--- src/rtl/alu_array_pkg.sv ---
// Shared opcode encoding for the ALU lane array.
package alu_array_pkg;

    localparam int OPW = 3;

    localparam logic [OPW-1:0] OP_ADD  = 3'd0;
    localparam logic [OPW-1:0] OP_SUB  = 3'd1;
    localparam logic [OPW-1:0] OP_AND  = 3'd2;
    localparam logic [OPW-1:0] OP_OR   = 3'd3;
    localparam logic [OPW-1:0] OP_XOR  = 3'd4;
    localparam logic [OPW-1:0] OP_XNOR = 3'd5;
    localparam logic [OPW-1:0] OP_SHL  = 3'd6;
    localparam logic [OPW-1:0] OP_SHR  = 3'd7;

endpackage

--- src/rtl/alu_lane.sv ---
// One combinational ALU lane: eight ops with carry, zero and signed-overflow flags.
module alu_lane
    import alu_array_pkg::*;
#(
    parameter int WIDTH = 8
)
(
    input  logic [WIDTH-1:0] a,
    input  logic [WIDTH-1:0] b,
    input  logic [OPW-1:0]   op,
    output logic [WIDTH-1:0] res,
    output logic             carry,
    output logic             zero,
    output logic             ovf
);

    localparam int SW = $clog2(WIDTH);

    logic [SW-1:0]  sh;
    logic [WIDTH:0] sum;
    logic [WIDTH:0] diff;
    logic [WIDTH:0] shl_ext;
    logic [WIDTH:0] shr_ext;

    assign sh   = b[SW-1:0];
    assign sum  = {1'b0, a} + {1'b0, b};
    assign diff = {1'b0, a} - {1'b0, b};
    // One guard bit on the far side of each shift catches the last bit shifted out.
    assign shl_ext = {1'b0, a} << sh;
    assign shr_ext = {a, 1'b0} >> sh;

    always_comb begin
        res   = '0;
        carry = 1'b0;
        ovf   = 1'b0;
        case (op)
            OP_ADD: begin
                res   = sum[WIDTH-1:0];
                carry = sum[WIDTH];
                ovf   = (a[WIDTH-1] == b[WIDTH-1]) && (sum[WIDTH-1] != a[WIDTH-1]);
            end
            OP_SUB: begin
                res   = diff[WIDTH-1:0];
                carry = diff[WIDTH];
                ovf   = (a[WIDTH-1] != b[WIDTH-1]) && (diff[WIDTH-1] != a[WIDTH-1]);
            end
            OP_AND:  res = a & b;
            OP_OR:   res = a | b;
            OP_XOR:  res = a ^ b;
            OP_XNOR: res = ~(a ^ b);
            OP_SHL: begin
                res   = shl_ext[WIDTH-1:0];
                carry = shl_ext[WIDTH];
            end
            OP_SHR: begin
                res   = shr_ext[WIDTH:1];
                carry = shr_ext[0];
            end
            default: ;
        endcase
    end

    assign zero = (res == '0);

endmodule

--- src/rtl/alu_array_pipe.sv ---
// NCH-lane ALU array behind a 2-stage valid/ready pipeline with per-lane accumulators,
// cross-lane XOR/parity and a completed-transaction counter.
module alu_array_pipe
    import alu_array_pkg::*;
#(
    parameter int WIDTH = 8,
    parameter int NCH   = 2,
    parameter int CNTW  = 16
)
(
    input  logic                  wb_clk_i,
    input  logic                  wb_rst_ni,
    input  logic                  in_valid_i,
    output logic                  in_ready_o,
    input  logic [NCH*WIDTH-1:0]  a_i,
    input  logic [NCH*WIDTH-1:0]  b_i,
    input  logic [NCH*OPW-1:0]    op_i,
    input  logic [NCH-1:0]        acc_mode_i,
    input  logic                  clr_acc_i,
    output logic                  out_valid_o,
    input  logic                  out_ready_i,
    output logic [NCH*WIDTH-1:0]  res_o,
    output logic [NCH-1:0]        carry_o,
    output logic [NCH-1:0]        zero_o,
    output logic [NCH-1:0]        ovf_o,
    output logic [WIDTH-1:0]      xor_o,
    output logic                  par_o,
    output logic [CNTW-1:0]       op_cnt_o
);

    logic                 s1_v_reg;
    logic [NCH*WIDTH-1:0] s1_a_reg;
    logic [NCH*WIDTH-1:0] s1_b_reg;
    logic [NCH*OPW-1:0]   s1_op_reg;
    logic [NCH-1:0]       s1_acc_mode_reg;

    logic                 s2_v_reg;
    logic [NCH*WIDTH-1:0] res_reg;
    logic [NCH-1:0]       carry_reg;
    logic [NCH-1:0]       zero_reg;
    logic [NCH-1:0]       ovf_reg;
    logic [WIDTH-1:0]     xor_reg;
    logic                 par_reg;
    logic [CNTW-1:0]      op_cnt_reg;

    logic [WIDTH-1:0]     acc_reg [NCH];

    logic [NCH*WIDTH-1:0] lane_a;
    logic [NCH*WIDTH-1:0] lane_res;
    logic [NCH-1:0]       lane_carry;
    logic [NCH-1:0]       lane_zero;
    logic [NCH-1:0]       lane_ovf;
    logic [WIDTH-1:0]     lane_xor;

    logic adv1;
    logic adv2;
    logic accept;
    logic s2_load;

    assign adv2       = !s2_v_reg || out_ready_i;
    assign adv1       = adv2;
    assign in_ready_o = !s1_v_reg || adv1;
    assign accept     = in_valid_i && in_ready_o;
    assign s2_load    = adv2 && s1_v_reg;

    // Accumulator lanes read acc here; the write-back below lands on the same edge,
    // so the next bundle in s1 already sees the updated value.
    generate
        for (genvar gi = 0; gi < NCH; gi++) begin : g_lane
            assign lane_a[gi*WIDTH +: WIDTH] = s1_acc_mode_reg[gi] ? acc_reg[gi]
                                                                   : s1_a_reg[gi*WIDTH +: WIDTH];
            alu_lane #(
                .WIDTH (WIDTH)
            ) u_lane (
                .a     (lane_a[gi*WIDTH +: WIDTH]),
                .b     (s1_b_reg[gi*WIDTH +: WIDTH]),
                .op    (s1_op_reg[gi*OPW +: OPW]),
                .res   (lane_res[gi*WIDTH +: WIDTH]),
                .carry (lane_carry[gi]),
                .zero  (lane_zero[gi]),
                .ovf   (lane_ovf[gi])
            );
        end
    endgenerate

    always_comb begin
        lane_xor = '0;
        for (int k = 0; k < NCH; k++) begin
            lane_xor = lane_xor ^ lane_res[k*WIDTH +: WIDTH];
        end
    end

    always_ff @(posedge wb_clk_i) begin
        if (!wb_rst_ni) begin
            s1_v_reg        <= 1'b0;
            s1_a_reg        <= '0;
            s1_b_reg        <= '0;
            s1_op_reg       <= '0;
            s1_acc_mode_reg <= '0;
        end else if (in_ready_o) begin
            s1_v_reg <= in_valid_i;
            if (accept) begin
                s1_a_reg        <= a_i;
                s1_b_reg        <= b_i;
                s1_op_reg       <= op_i;
                s1_acc_mode_reg <= acc_mode_i;
            end
        end
    end

    always_ff @(posedge wb_clk_i) begin
        if (!wb_rst_ni) begin
            s2_v_reg  <= 1'b0;
            res_reg   <= '0;
            carry_reg <= '0;
            zero_reg  <= '0;
            ovf_reg   <= '0;
            xor_reg   <= '0;
            par_reg   <= 1'b0;
        end else if (adv2) begin
            s2_v_reg <= s1_v_reg;
            if (s1_v_reg) begin
                res_reg   <= lane_res;
                carry_reg <= lane_carry;
                zero_reg  <= lane_zero;
                ovf_reg   <= lane_ovf;
                xor_reg   <= lane_xor;
                par_reg   <= ^lane_xor;
            end
        end
    end

    // A clear on the same edge as a write-back wins.
    always_ff @(posedge wb_clk_i) begin
        if (!wb_rst_ni || clr_acc_i) begin
            for (int k = 0; k < NCH; k++) begin
                acc_reg[k] <= '0;
            end
        end else begin
            for (int k = 0; k < NCH; k++) begin
                if (s2_load && s1_acc_mode_reg[k]) begin
                    acc_reg[k] <= lane_res[k*WIDTH +: WIDTH];
                end
            end
        end
    end

    always_ff @(posedge wb_clk_i) begin
        if (!wb_rst_ni) begin
            op_cnt_reg <= '0;
        end else if (s2_v_reg && out_ready_i) begin
            op_cnt_reg <= op_cnt_reg + CNTW'(1);
        end
    end

    assign out_valid_o = s2_v_reg;
    assign res_o       = res_reg;
    assign carry_o     = carry_reg;
    assign zero_o      = zero_reg;
    assign ovf_o       = ovf_reg;
    assign xor_o       = xor_reg;
    assign par_o       = par_reg;
    assign op_cnt_o    = op_cnt_reg;

endmodule

--- config.mk ---
export PLATFORM = sky130hd
export DESIGN_NAME = alu_array_pipe
export DESIGN_NICKNAME = d
export VERILOG_FILES = /design/src/rtl/alu_array_pkg.sv /design/src/rtl/alu_lane.sv /design/src/rtl/alu_array_pipe.sv
export SDC_FILE = /design/constraint.sdc
export NUM_CORES = 1
export LEC_CHECK = 0
export BUFFER_PORTS_ARGS = -buffer_cell sky130_fd_sc_hd__clkbuf_2
export CAP_MARGIN = 20
export CORE_MARGIN = 4
export CORE_UTILIZATION = 50
export CTS_CLUSTER_SIZE = 40
export DETAILED_ROUTE_END_ITERATION = 12
export PLACE_DENSITY = 0.77
export SYNTH_ARGS = -nofsm -noshare
export SYNTH_HDL_FRONTEND = slang
export SYNTH_SLANG_ARGS = --single-unit
--- constraint.sdc ---
create_clock -name wb_clk_i -period 5.72 [get_ports wb_clk_i]
set_input_delay 0.286 -clock wb_clk_i [delete_from_list [all_inputs] [get_ports wb_clk_i]]
set_output_delay 0.286 -clock wb_clk_i [all_outputs]
set_load 0.005 [all_outputs]
* Yosys cells after proc, flatten, opt, wreduce, memory -nomap -nowiden
Memories as Yosys holds them, arrays and structs flattened. Index checks and enable logic that the tools add are counted. Widths: inputs -> output; s select.
Storage, ports and cells: flip-flop bits (word level) 89, input port bits 45, output and inout bits 49, word-level logic and storage cells 96, bits in writable memories 16, memories kept 1
Operators by class: add/sub/neg operators 5, multiplexer cells 18, shifts and indexed selects 4, equal/unequal tests 22, bitwise gates (word level) 11, reduce and logical (&&, ||, !) cells 22
Memory list:
- acc_reg | depth 2, bits a word 8, read ports 2, clocked after memory_dff 0, wr ports 2, line alu_array_pipe.sv:46 | logic [WIDTH-1:0] acc_reg [NCH];
Operator list (count):
- $pmux 8 s8 | 2
- $mux 8 | 4
- $eq 3x3->1 const B | 8
- $xor 8x8->8 | 3
- $add 8x8->9 | 2
- $shl 8x3->9 | 2
- $shr 9x3->9 | 2
- $sub 8x8->9 | 2
- $add 16x1->16 const B | 1
- $and 8x8->8 | 2
- $logic_not 8->1 | 2
- $not 8->8 | 2
- $or 8x8->8 | 2
- $eq 3x2->1 const B | 4
- $logic_and 1x1->1 | 9
- $mux 1 | 8
- $pmux 1 s4 | 2
- $reduce_xor 8->1 | 1
- $eq 3x1->1 const B | 2
- $logic_not 3->1 | 2
- $ne 1x1->1 | 6
- $pmux 1 s2 | 2
- $reduce_and 2->1 | 2
- $logic_not 1->1 | 3
- other kinds (3) | 7

* Logic depth before layout (Yosys ltp)
Gate-level depths: netlist of run 1.
depth after elaboration 8, mapped depth 16, gate-level depth less buffers 14

* Cells and area by module
A second synthesis of run 1 with hierarchy kept.
Unflattened totals: cell total of the unflattened synthesis 961, area total of the unflattened synthesis 7816.2 µm²
By module, submodules not included:
- alu_array_pipe | cells each 461, instances 1, seq. area each 2262.2 µm², area an instance 4139.0 µm²
- alu_lane at g_lane[0].u_lane | cells each 243, instances 1, seq. area each 0.0 µm², area an instance 1859.3 µm²
- alu_lane at g_lane[1].u_lane | cells each 257, instances 1, seq. area each 0.0 µm², area an instance 1818.0 µm²

* Worst setup path after synthesis of run 1
No wires, ideal clock.
kind register to register, from reg s1_acc_mode_reg[0], to reg par_reg (netlist: par_o), clock period less this slack 4138 ps, data required time 5638 ps, library setup time 82 ps, buffers on the path 3, stages on the path, launching flop included 17, setup slack 1582 ps, arrival 4056 ps, path through dfxtp_1 > buf_2 > buf_4 > buf_1 > mux2i_1 > inv_1 > ha_1 > o21bai_1 > a21oi_1 > nor2_1 > nor2_1 > mux2_2 > o32a_1 > xnor2_1 > xnor3_1 > or4_1 > o2111ai_1
On the way: cells in the longest elaborated chain, start to end 6, elaborated cells between the ends (all ways) 12, those cells by class add/sub: 2; shift: 2; mux: 2; bitwise: 5; reduce/logical: 1
RTL lines:
- from (decl) | line alu_array_pipe.sv:35 | logic [NCH-1:0] s1_acc_mode_reg;
- from (signal assigned) | line alu_array_pipe.sv:106 | s1_acc_mode_reg <= acc_mode_i;
- $mux 8 (*) | line alu_array_pipe.sv:70 | assign lane_a[gi*WIDTH +: WIDTH] = s1_acc_mode_reg[gi] ? acc_reg[gi]
- branches (longest 2 deep; another with $sub 8x8->9)
- $pmux 8 s8 (*) | line alu_lane.sv:36 | case (op)
- $xor 8x8->8 (*) | line alu_array_pipe.sv:89 | lane_xor = lane_xor ^ lane_res[k*WIDTH +: WIDTH];
- $reduce_xor 8->1 (*) | line alu_array_pipe.sv:128 | par_reg <= ^lane_xor;
- to (signal assigned) | line alu_array_pipe.sv:128
- to (decl) | line alu_array_pipe.sv:43 | logic par_reg;
Every way passes the cells marked *. A chain may end at the register's enable or synchronous reset.

* Final worst setup path of run 1
from reg s1_acc_mode_reg[1], to reg par_reg (netlist: par_o)
The elaborated chain is that of the path after synthesis.

==> summary.txt, run 1 <==
post-synth cell types = 73
Setup crit end = par_o
critical path capture point type = flop
H-tree Lvls = 3
Worst EP required = 6.00 ns
nets = 1162
placed inst area = 8870 um^2
Num CTS Buffers = 9
fmax = 226 MHz
GRT Residual Overflow = 0
Gate power share = 0.306
CP max FO = 7
post-CTS sizing = 0
Pleak = 3.82 nW
Crit path buffers/inverters = 2
sequential fraction of the synthesis area = 0.273
Clock Power Share = 0.302
Worst path slowest cell = or4_1
initial antenna violation count = 0
final worst slack = 1.30 ns
Diodes inserted = 0
CTS Sinks = 105
Slew Viols, Final = 0
FF-to-FF End = par_o
Worst VDD drop = 0.183 mV
TritonRoute pass-1 iters = 5
Layout fillers = 1468
Seq cells post-synth = 105
register area = 2260 um^2
Final period util = 0.772
worst hold path class = in2reg
Syn Inst Count = 996
area of the multi-input gates = 5590 um^2
global-route wire length before repair = 37800 um
# IOs = 94
clock slew at reported path FFs = 0.08 ns
clk_skew = 0.0103 ns
DIE HEIGHT = 137 um
PortBufs = 93
Async SR Flop Fraction = 0
drt drc = 0
yosys warns = 0
post-synth net total = 1108
layout cells sized above 1 = 0.159
CTS max path bufs = 2
max_cap viols = 0
worst slew pin tran = 0.847 ns
Avg WL per Cell = 18.5 um
crit path cell chain = buf_4 -> mux2i_1 -> inv_1 -> ha_1 -> fa_1 -> a21o_1 -> a21oi_1 -> o31ai_1 -> xor2_1 -> nor2_1 -> a31oi_1 -> xnor2_1 -> xnor3_1 -> or4_1 -> o2111ai_1
CP delay by family, top = compound AO/OA/AOI/OAI gates
total global-route track usage = 0.254
Initial Utilization = 0.516
1st-iter DRT viols = 806
Core ar. = 16100 um^2
Synth Cell Area = 8290 um^2
routed vias = 7652
switching share of power = 0.344
largest net degree at the start of global routing = 93
Worst-Skew Late Latency = 0.36 ns
Int Pwr = 1.39 mW
pwr dens = 231 nW/um^2
Setup TNS Final = 0 ns
Seq pwr share = 0.393
vias per cell = 6.02
row count = 46
Post-Place Worst Slack = 1.39 ns
Post-synth EDFFs = 16
die width = 137 um
CTS root buffer = clkbuf_16
RePlAce Congestion = 0.983
CP Launch Point = s1_acc_mode_reg[1]
Slew headroom = 0.429
Setup Viol. Count Final = 0
Reg2Reg Setup Slack = 1.30 ns
outcome = finished, final reports clean
RSZ-0062 raised after global routing = false
placed wire-length estimate = 17300 um
buffer count from post-CTS setup fixing = 0
reg2reg start = s1_acc_mode_reg[1]
Synth Flop Type = dfxtp_1
crit path DAT = 4.69 ns
Final Total Pwr = 2.12 mW
vias in the first global route = 7044
R2R depth = 15
ANT nets after route = 0
P_sw = 0.730 mW
hold path depth = 3
final hold viol count = 0
final instance area = 9170 um^2
critical path's largest stage delay = 0.50 ns
Syn Area/Cell = 8.33 um^2
die area = 18700 um^2
CP Class = reg2reg
Worst path depth = 15
CTS tree = done
area added between synthesis and finish = 10.6%
final wirelength = 23500 um
startpoint types = flop
Tmin final = 4.42 ns
cts hold-fix bufs = 0
through the flow:
stage,utilization,std cells,hold WS (ns)
after floorplan,-,996,0.425
after global placement,0.552,1255,0.454
after detailed placement,0.552,1255,0.460
after CTS,0.571,1271,0.145
after global routing,0.571,1271,0.154
final,0.571,1271,0.155
layer usage:
metal	share of wire	up-vias	wire, um	GRT usage
li1	-	3662	-	-
met1	0.44	3590	10500	0.369
met2	0.44	361	10300	0.380
met3	0.096	39	2260	0.0551
met4	0.019	0	456	0.0710
met5	0	-	0	0
how the worst min path moves through the flow:
stage               startpoint          end  slack (ns)
finish                  a_i[2]  s1_a_reg[2]        0.16
floorplan           in_valid_i     s1_v_reg        0.42
global placement      res_o[6]     res_o[6]        0.45
CTS                     a_i[9]  s1_a_reg[9]        0.15
detailed placement    res_o[6]     res_o[6]        0.46
global route            a_i[8]  s1_a_reg[8]        0.15
final cells by class:
cell class	instances	share of cell area
Clock buffer	10	0.0261
Inverter	51	0.0209
Multi-Input combinational cell	778	0.609
Timing Repair Buffer	105	0.0606
Sequential cell	105	0.247
Tap cell	216	0.0295
Clock inverter	6	0.00709
worst reg2reg max path, cell delays in order, from the launching register on:
cell and delay, ns:
dfxtp_1 0.49, buf_4 0.28, mux2i_1 0.31, inv_1 0.14, ha_1 0.28, fa_1 0.42, a21o_1 0.19, a21oi_1 0.29
o31ai_1 0.16, xor2_1 0.16, nor2_1 0.05, a31oi_1 0.39, xnor2_1 0.22, xnor3_1 0.38, or4_1 0.50, o2111ai_1 0.08
logic make-up after synthesis:
group,count (synthesis),synth area share
mux,50,0.0979
xor+xnor,43,0.0496
compound gates,259,0.220
flops,105,0.273
fa+ha+maj,67,0.105
buf+inv,113,0.0533
simple gates,359,0.201
power by group through the flow:
stage	Combinational (mW)	Clock [mW]	Sequential, mW
6_report	0.649	0.641	0.833
5_1_grt	0.711	0.686	0.839
4_1_cts	0.640	0.654	0.832
3_5_place_dp	0.637	0	0.849
3_3_place_gp	0.634	0	0.847
2_1_floorplan	0.485	0	0.829
synthesized netlist by cell type, drive strengths merged, types with 20 or more instances:
library cell    n  share of area
nand2         157          0.071
dfxtp          89           0.21
nor2           64          0.029
ha             63          0.095
a21boi         52          0.047
inv            51          0.023
clkbuf         50          0.023
o21ai          47          0.028
a21oi          33          0.020
xnor2          32          0.035
and2           25          0.019
mux2i          24          0.035
nor2b          23          0.017
nor3           23          0.014
mux4           20          0.054
cells in the final DEF, fill, tap and decap left out, types with 7 or more instances in the layout:
cell type | netlist | layout
nor2b_1 | 23 | 22
nand2_1 | 157 | 157
a211oi_1 | 7 | 7
xor2_1 | 9 | 9
a21boi_0 | 52 | 52
ha_1 | 63 | 63
nor3_1 | 23 | 23
mux2i_1 | 19 | 19
a22o_1 | 11 | 11
nor2_1 | 64 | 64
o21ai_0 | 43 | 43
mux4_2 | 20 | 20
inv_2 | 11 | 11
a21o_1 | 9 | 9
a21oi_1 | 33 | 33
clkbuf_16 | 0 | 9
o211a_1 | 9 | 9
buf_4 | 1 | 12
nand3_1 | 17 | 17
nor3b_1 | 7 | 7
inv_1 | 40 | 40
dfxtp_1 | 89 | 89
edfxtp_1 | 16 | 16
and2_1 | 25 | 25
or3_1 | 10 | 10
nand2b_1 | 10 | 10
o22ai_1 | 18 | 18
clkbuf_2 | 0 | 93
xnor2_1 | 31 | 31
o221ai_1 | 12 | 12
No activity file was read; power rests on OpenSTA's default activity.
==> inputs of run 2 (changes only) <==
ABC_AREA = 1   (was default)
clock period = 4.4 ns   (was 5.72 ns; I/O delays follow)
==> summary.txt, run 2 <==
Layout fillers = 1769 (was 1468)
Initial Utilization = 0.508 (was 0.516)
commonest non-fill, non-tap cells in the layout = 329 x nand2_1, 175 x nand3_1, 172 x inv_1 (was 157 x nand2_1, 93 x clkbuf_2, 89 x dfxtp_1)
drt drc = 0 (unchanged)
leading area contributor after synthesis = dfxtp_1 (unchanged)
top cells by area, synth = dfxtp_1 20%, nand2_1 14%, nand3_1 10% (was dfxtp_1 21%, ha_1 9.5%, nand2_1 7.1%)
Avg WL per Cell = 16.2 um (was 18.5 um)
Syn Area/Cell = 6.31 um^2 (was 8.33 um^2)
area added between synthesis and finish = 9.67% (was 10.6%)
post-synth net total = 1494 (was 1108)
Final period util = 0.766 (was 0.772)
Synth top cells by count = 330 x nand2_1, 175 x nand3_1, 172 x inv_1, 135 x nor2_1, 94 x a21oi_1 (was 157 x nand2_1, 89 x dfxtp_1, 64 x nor2_1, 63 x ha_1, 52 x a21boi_0)
layout cells sized above 1 = 0.138 (was 0.159)
final hold viol count = 0 (unchanged)
worst slew pin tran = 0.846 ns (was 0.847 ns)
Post-synth EDFFs = 16 (unchanged)
H-tree Lvls = 3 (unchanged)
CP Class = reg2reg (unchanged)
Setup crit end = par_o (unchanged)
Worst-Skew Late Latency = 0.36 ns (about the same)
FF-to-FF End = par_o (unchanged)
global-route wire length before repair = 43500 um (was 37800 um)
Worst path most repeated cell = nand2_1
Pleak = 4.80 nW (was 3.82 nW)
Worst path slowest cell = dfxtp_1 (was or4_1)
buffer count from post-CTS setup fixing = 0 (unchanged)
commonest non-fill, non-tap cell in the layout = nand2_1 (unchanged)
final wirelength = 27100 um (was 23500 um)
Num CTS Buffers = 9 (unchanged)
pwr dens = 323 nW/um^2 (was 231 nW/um^2)
# IOs = 94 (unchanged)
startpoint types = flop (unchanged)
die width = 140 um (was 137 um)
placed cells = 1659 (was 1255)
nets = 1559 (was 1162)
Worst EP required = 4.66 ns (was 6.00 ns)
CTS Sinks = 105 (unchanged)
Core ar. = 17200 um^2 (was 16100 um^2)
CP Launch Point = s1_acc_mode_reg[0] (was s1_acc_mode_reg[1])
Setup Viol. Count Final = 0 (unchanged)
post-CTS sizing = 0 (unchanged)
share of the synthesized area in the top cell type = 0.204 (was 0.215)
fmax = 297 MHz (was 226 MHz)
vias in the first global route = 8474 (was 7044)
outcome = finished, final reports clean (unchanged)
1st-iter DRT viols = 971 (was 806)
reg2reg start = s1_acc_mode_reg[0] (was s1_acc_mode_reg[1])
largest net degree at the start of global routing = 78 (was 93)
GRT Residual Overflow = 0 (unchanged)
DIE HEIGHT = 140 um (was 137 um)
Synth Cell Area = 8720 um^2 (was 8290 um^2)
vias per cell = 5.55 (was 6.02)
Setup TNS Final = 0 ns (unchanged)
CP delay by family, top = simple AND/OR/NAND/NOR gates (was compound AO/OA/AOI/OAI gates)
critical path capture point type = flop (unchanged)
R2R depth = 25 (was 15)
CTS root buffer = clkbuf_16 (unchanged)
die area = 19600 um^2 (was 18700 um^2)
ANT nets after route = 0 (unchanged)
total global-route track usage = 0.272 (was 0.254)
CTS tree = done (unchanged)
clock slew at reported path FFs = 0.09 ns (was 0.08 ns)
Syn Inst Count = 1382 (was 996)
CTS max path bufs = 2 (unchanged)
Slew Viols, Final = 0 (unchanged)
fin cells = 1677 (was 1271)
routed vias = 9314 (was 7652)
Core Util, Final = 0.557 (was 0.571)
Synth Flop Type = dfxtp_1 (unchanged)
clk_skew = 0.0122 ns (was 0.0103 ns)
sequential fraction of the synthesis area = 0.259 (was 0.273)
crit path DAT = 3.63 ns (was 4.69 ns)
RSZ-0062 raised after global routing = false (unchanged)
placed wire-length estimate = 21300 um (was 17300 um)
Slew headroom = 0.434 (was 0.429)
Worst VDD drop = 0.214 mV (was 0.183 mV)
most frequent cell after synthesis = nand2_1 (unchanged)
PortBufs = 93 (unchanged)
CP max FO = 11 (was 7)
Tmin final = 3.37 ns (was 4.42 ns)
max_cap viols = 0 (unchanged)
Crit path buffers/inverters = 6 (was 2)
critical path's largest stage delay = 0.42 ns (was 0.50 ns)
worst hold path class = in2reg (unchanged)
cts hold-fix bufs = 0 (unchanged)
yosys warns = 0 (unchanged)
Diodes inserted = 0 (unchanged)
post-synth cell types = 45 (was 73)
initial antenna violation count = 0 (unchanged)
TritonRoute pass-1 iters = 5 (unchanged)
row count = 48 (was 46)
RePlAce Congestion = 1.00 (was 0.983)
Async SR Flop Fraction = 0 (unchanged)
Seq cells post-synth = 105 (unchanged)
Worst path depth = 25 (was 15)
Reg2Reg Setup Slack = 1.03 ns (was 1.30 ns)
==> run 2: power breakdown <==
part	leakage [nW]	switching (mW)	internal (mW)
clock	0.150	0.421	0.415
sequential	0.912	0.0578	1.03
combinational	3.74	0.788	0.371
total	4.80	1.27	1.82
==> run 2: worst min-delay path: stages <==
cell      delay [ns]
clkbuf_2        0.08
o21ai_0         0.08
nor2_1          0.08
==> run 2: cell families after synthesis <==
kind of cell / after synthesis / synth area share
AOI/OAI and AO/OA: 222 / 0.136
xor gates and xnor gates: 11 / 0.0110
DFF: 105 / 0.259
buffers and inverters: 242 / 0.115
adders and majority gates: 67 / 0.0996
and+or+nand+nor: 735 / 0.379
==> run 2: area by class of cell <==
type	instances	area (um^2)	share of cell area
multi-input cells	1035	5460	0.571
flip-flops and latches	105	2260	0.236
inverters	194	731	0.0764
repair buffers	102	531	0.0555
well taps	225	282	0.0294
clock buffers	10	239	0.0250
clock inverters	6	58.8	0.00615
==> run 2: routing by layer <==
layer | wire, um | global-route usage | up-vias
met5 | 0 | 0 | -
li1 | - | - | 4615
met2 | 12400 | 0.441 | 453
met4 | 1620 | 0.148 | 0
met3 | 1850 | 0.0468 | 101
met1 | 11300 | 0.346 | 4145
==> run 2: stage by stage <==
step	total power, mW	cell area [um^2]	setup WS, ns	hold slack, ns
6_report	3.09	9570	1.03	0.128
4_1_cts	3.08	9550	1.07	0.122
5_1_grt	3.30	9570	0.636	0.155
2_1_floorplan	1.95	8720	1.70	0.387
3_3_place_gp	2.24	9260	1.11	0.446
3_5_place_dp	2.24	9260	1.09	0.450
==> run 2: worst min path at each step <==
stage | startpoint | to | slack, ns | cells past startpoint
finish | a_i[15] | s1_a_reg[15] | 0.13 | 3
global placement | s1_a_reg[8] | s1_a_reg[8] | 0.45 | 2
global route | a_i[12] | s1_a_reg[12] | 0.16 | 3
CTS | a_i[15] | s1_a_reg[15] | 0.12 | 3
floorplan | a_i[12] | s1_a_reg[12] | 0.39 | 2
detailed placement | s1_a_reg[8] | s1_a_reg[8] | 0.45 | 2
==> inputs of run 3 (changes only) <==
ABC_AREA = 0   (was 1)
PLACE_DENSITY = 0.8   (was 0.77)
clock period = 3.1 ns   (was 4.4 ns; I/O delays follow)
==> summary.txt, run 3 (synthesis results as in run 1) <==
1st-iter DRT viols = 944 (was 971)
Num CTS Buffers = 9 (unchanged)
Final Total Pwr = 4.70 mW (was 3.09 mW)
RePlAce Congestion = 1.06 (was 1.00)
area added between synthesis and finish = 37.1% (was 9.67%)
R2R depth = 15 (was 25)
initial antenna violation count = 0 (unchanged)
highest metal used = met4 (unchanged)
fmax = 280 MHz (was 297 MHz)
CTS Sinks = 105 (unchanged)
final hold viol count = 0 (unchanged)
startpoint types = flop (unchanged)
crit path DAT = 3.87 ns (was 3.63 ns)
H-tree Lvls = 3 (unchanged)
Worst-Skew Late Latency = 0.37 ns (was 0.36 ns)
commonest non-fill, non-tap cell in the layout = buf_4 (was nand2_1)
RSZ-0062 raised after global routing = true (was false)
Worst VDD drop = 0.368 mV (was 0.214 mV)
Pleak = 4.98 nW (was 4.80 nW)
DIE HEIGHT = 137 um (was 140 um)
total global-route track usage = 0.296 (was 0.272)
Initial Utilization = 0.516 (was 0.508)
final worst slack = -0.477 ns (was 1.03 ns)
outcome = finished, violations left (was finished, final reports clean)
CP max FO = 3 (was 11)
GRT Residual Overflow = 0 (unchanged)
pwr dens = 413 nW/um^2 (was 323 nW/um^2)
vias per cell = 5.85 (was 5.55)
crit path cell chain = buf_4 -> mux2i_4 -> ha_4 -> fa_2 -> xnor2_2 -> a22o_1 -> a222oi_1 -> a21oi_1 -> o22a_1 -> xnor2_2 -> xnor3_1 -> buf_4 -> nor3b_1 -> o21ai_1 -> o2111ai_1
area of the multi-input gates = 6140 um^2 (was 5460 um^2)
die area = 18700 um^2 (was 19600 um^2)
clk_skew = 0.0149 ns (was 0.0122 ns)
die width = 137 um (was 140 um)
Final Hold Slack = 0.0183 ns (was 0.128 ns)
violated checks = setup timing
# IOs = 94 (unchanged)
Slew headroom = 0.551 (was 0.434)
CTS tree = done (unchanged)
PortBufs = 93 (unchanged)
met2 WL = 13400 um (was 12400 um)
clock slew at reported path FFs = 0.08 ns (was 0.09 ns)
total met3 wirelength after detailed routing = 2380 um (was 1850 um)
Slew Viols, Final = 0 (unchanged)
largest net degree at the start of global routing = 41 (was 78)
Tmin final = 3.58 ns (was 3.37 ns)
worst hold path class = in2reg (unchanged)
Diodes inserted = 0 (unchanged)
Reg2Reg Setup Slack = -0.48 ns (was 1.03 ns)
ANT nets after route = 0 (unchanged)
vias in the first global route = 8212 (was 8474)
Core ar. = 16100 um^2 (was 17200 um^2)
register area = 2270 um^2 (was 2260 um^2)
met1 WL = 11800 um (was 11300 um)
Setup crit end = par_o (unchanged)
critical path capture point type = flop (unchanged)
Worst path slowest cell = xnor3_1 (was dfxtp_1)
max_cap viols = 0 (unchanged)
global-route wire length before repair = 43400 um (was 43500 um)
Core Util, Final = 0.708 (was 0.557)
final wirelength = 28500 um (was 27100 um)
Avg WL per Cell = 19.3 um (was 16.2 um)
row count = 46 (was 48)
worst slew pin tran = 0.673 ns (was 0.846 ns)
CP Launch Point = s1_acc_mode_reg[1] (was s1_acc_mode_reg[0])
TritonRoute pass-1 iters = 6 (was 5)
placed wire-length estimate = 21200 um (was 21300 um)
CTS root buffer = clkbuf_16 (unchanged)
FF-to-FF End = par_o (unchanged)
Setup Viol. Count Final = 9 (was 0)
commonest non-fill, non-tap cells in the layout = 201 x buf_4, 157 x nand2_1, 93 x clkbuf_2 (was 329 x nand2_1, 175 x nand3_1, 172 x inv_1)
routed vias = 8653 (was 9314)
CP Class = reg2reg (unchanged)
CTS max path bufs = 2 (unchanged)
Worst EP required = 3.39 ns (was 4.66 ns)
layout cells sized above 1 = 0.359 (was 0.138)
Final period util = 1.15 (was 0.766)
drt drc = 0 (unchanged)
reg2reg start = s1_acc_mode_reg[1] (was s1_acc_mode_reg[0])
critical path's largest stage delay = 0.46 ns (was 0.42 ns)
Layout fillers = 1189 (was 1769)
nets = 1369 (was 1559)
-- run 3: changes by cell type in the layout (fill, tap and decap cells not counted), moves of 20 or more --
cell      delta
buf_4      +194
nand2_1    -172
nand3_1    -158
inv_1      -135
nor2_1      -75
a21oi_1     -69
o21ai_0     -53
a21boi_0    +50
xnor2_1     +23
and2_1      +22
mux4_2      +20
nand2_2     -20
-- run 3: cell type report --
class / count / share of cell area
Clock buffer: 10 / 0.0210
Inverter: 51 / 0.0171
Timing Repair Buffer: 312 / 0.192
Sequential cell: 105 / 0.200
Tap cell: 216 / 0.0238
Multi-Input combinational cell: 778 / 0.540
Clock inverter: 6 / 0.00616
-- run 3: per-layer routing --
metal | track usage | vias to the layer above
met5 | 0 | -
li1 | - | 4056
met3 | 0.0636 | 83
met2 | 0.481 | 449
met1 | 0.390 | 4065
met4 | 0.103 | 0
-- run 3: power by group --
group / internal, mW / switching [mW] / total (mW)
clock: 0.595 / 0.594 / 1.19
sequential: 1.45 / 0.0725 / 1.53
combinational: 1.03 / 0.956 / 1.98
total: 3.08 / 1.62 / 4.70
-- run 3: how the worst min path moves through the flow --
stage / start / end / slack, ns / cells after the start
floorplan: acc_mode_i[0] / s1_acc_mode_reg[0] / 0.29 / 2
global placement: a_i[5] / s1_a_reg[5] / 0.39 / 3
detailed placement: b_i[6] / s1_b_reg[6] / 0.40 / 3
CTS: b_i[0] / s1_b_reg[0] / 0.02 / 3
global route: b_i[0] / s1_b_reg[0] / 0.02 / 3
finish: b_i[0] / s1_b_reg[0] / 0.02 / 3
-- run 3: critical path: cells and delay by family, from the launching register on --
kind	cells	cell delay, ns
AO/OA/AOI/OAI	6	1.06
XOR/XNOR	3	0.80
adder cells (fa/ha/maj)	2	0.55
buffers and inverters	2	0.31
flip-flops	1	0.36
multiplexers	1	0.19
AND/OR/NAND/NOR	1	0.22
-- run 3: stage by stage --
stage          cells  setup TNS (ns)  worst slack [ns]  area (um^2)
2_1_floorplan    996          -0.349            -0.349         8440
3_3_place_gp    1433           -1.53            -0.527        10300
3_5_place_dp    1433           -1.97            -0.614        10300
4_1_cts         1465           -1.21            -0.399        10900
5_1_grt         1478           -2.67            -0.654        11400
6_report        1478           -1.24            -0.477        11400
-- run 3: timing repair --
item                                    4_1_cts  5_1_grt
cloned                                        0        0
endpoints found under the setup margin       12       18
pin swaps                                    18       42
hold buffers                                  0        0
buffers inserted                             16       17
resized for setup                            29       77
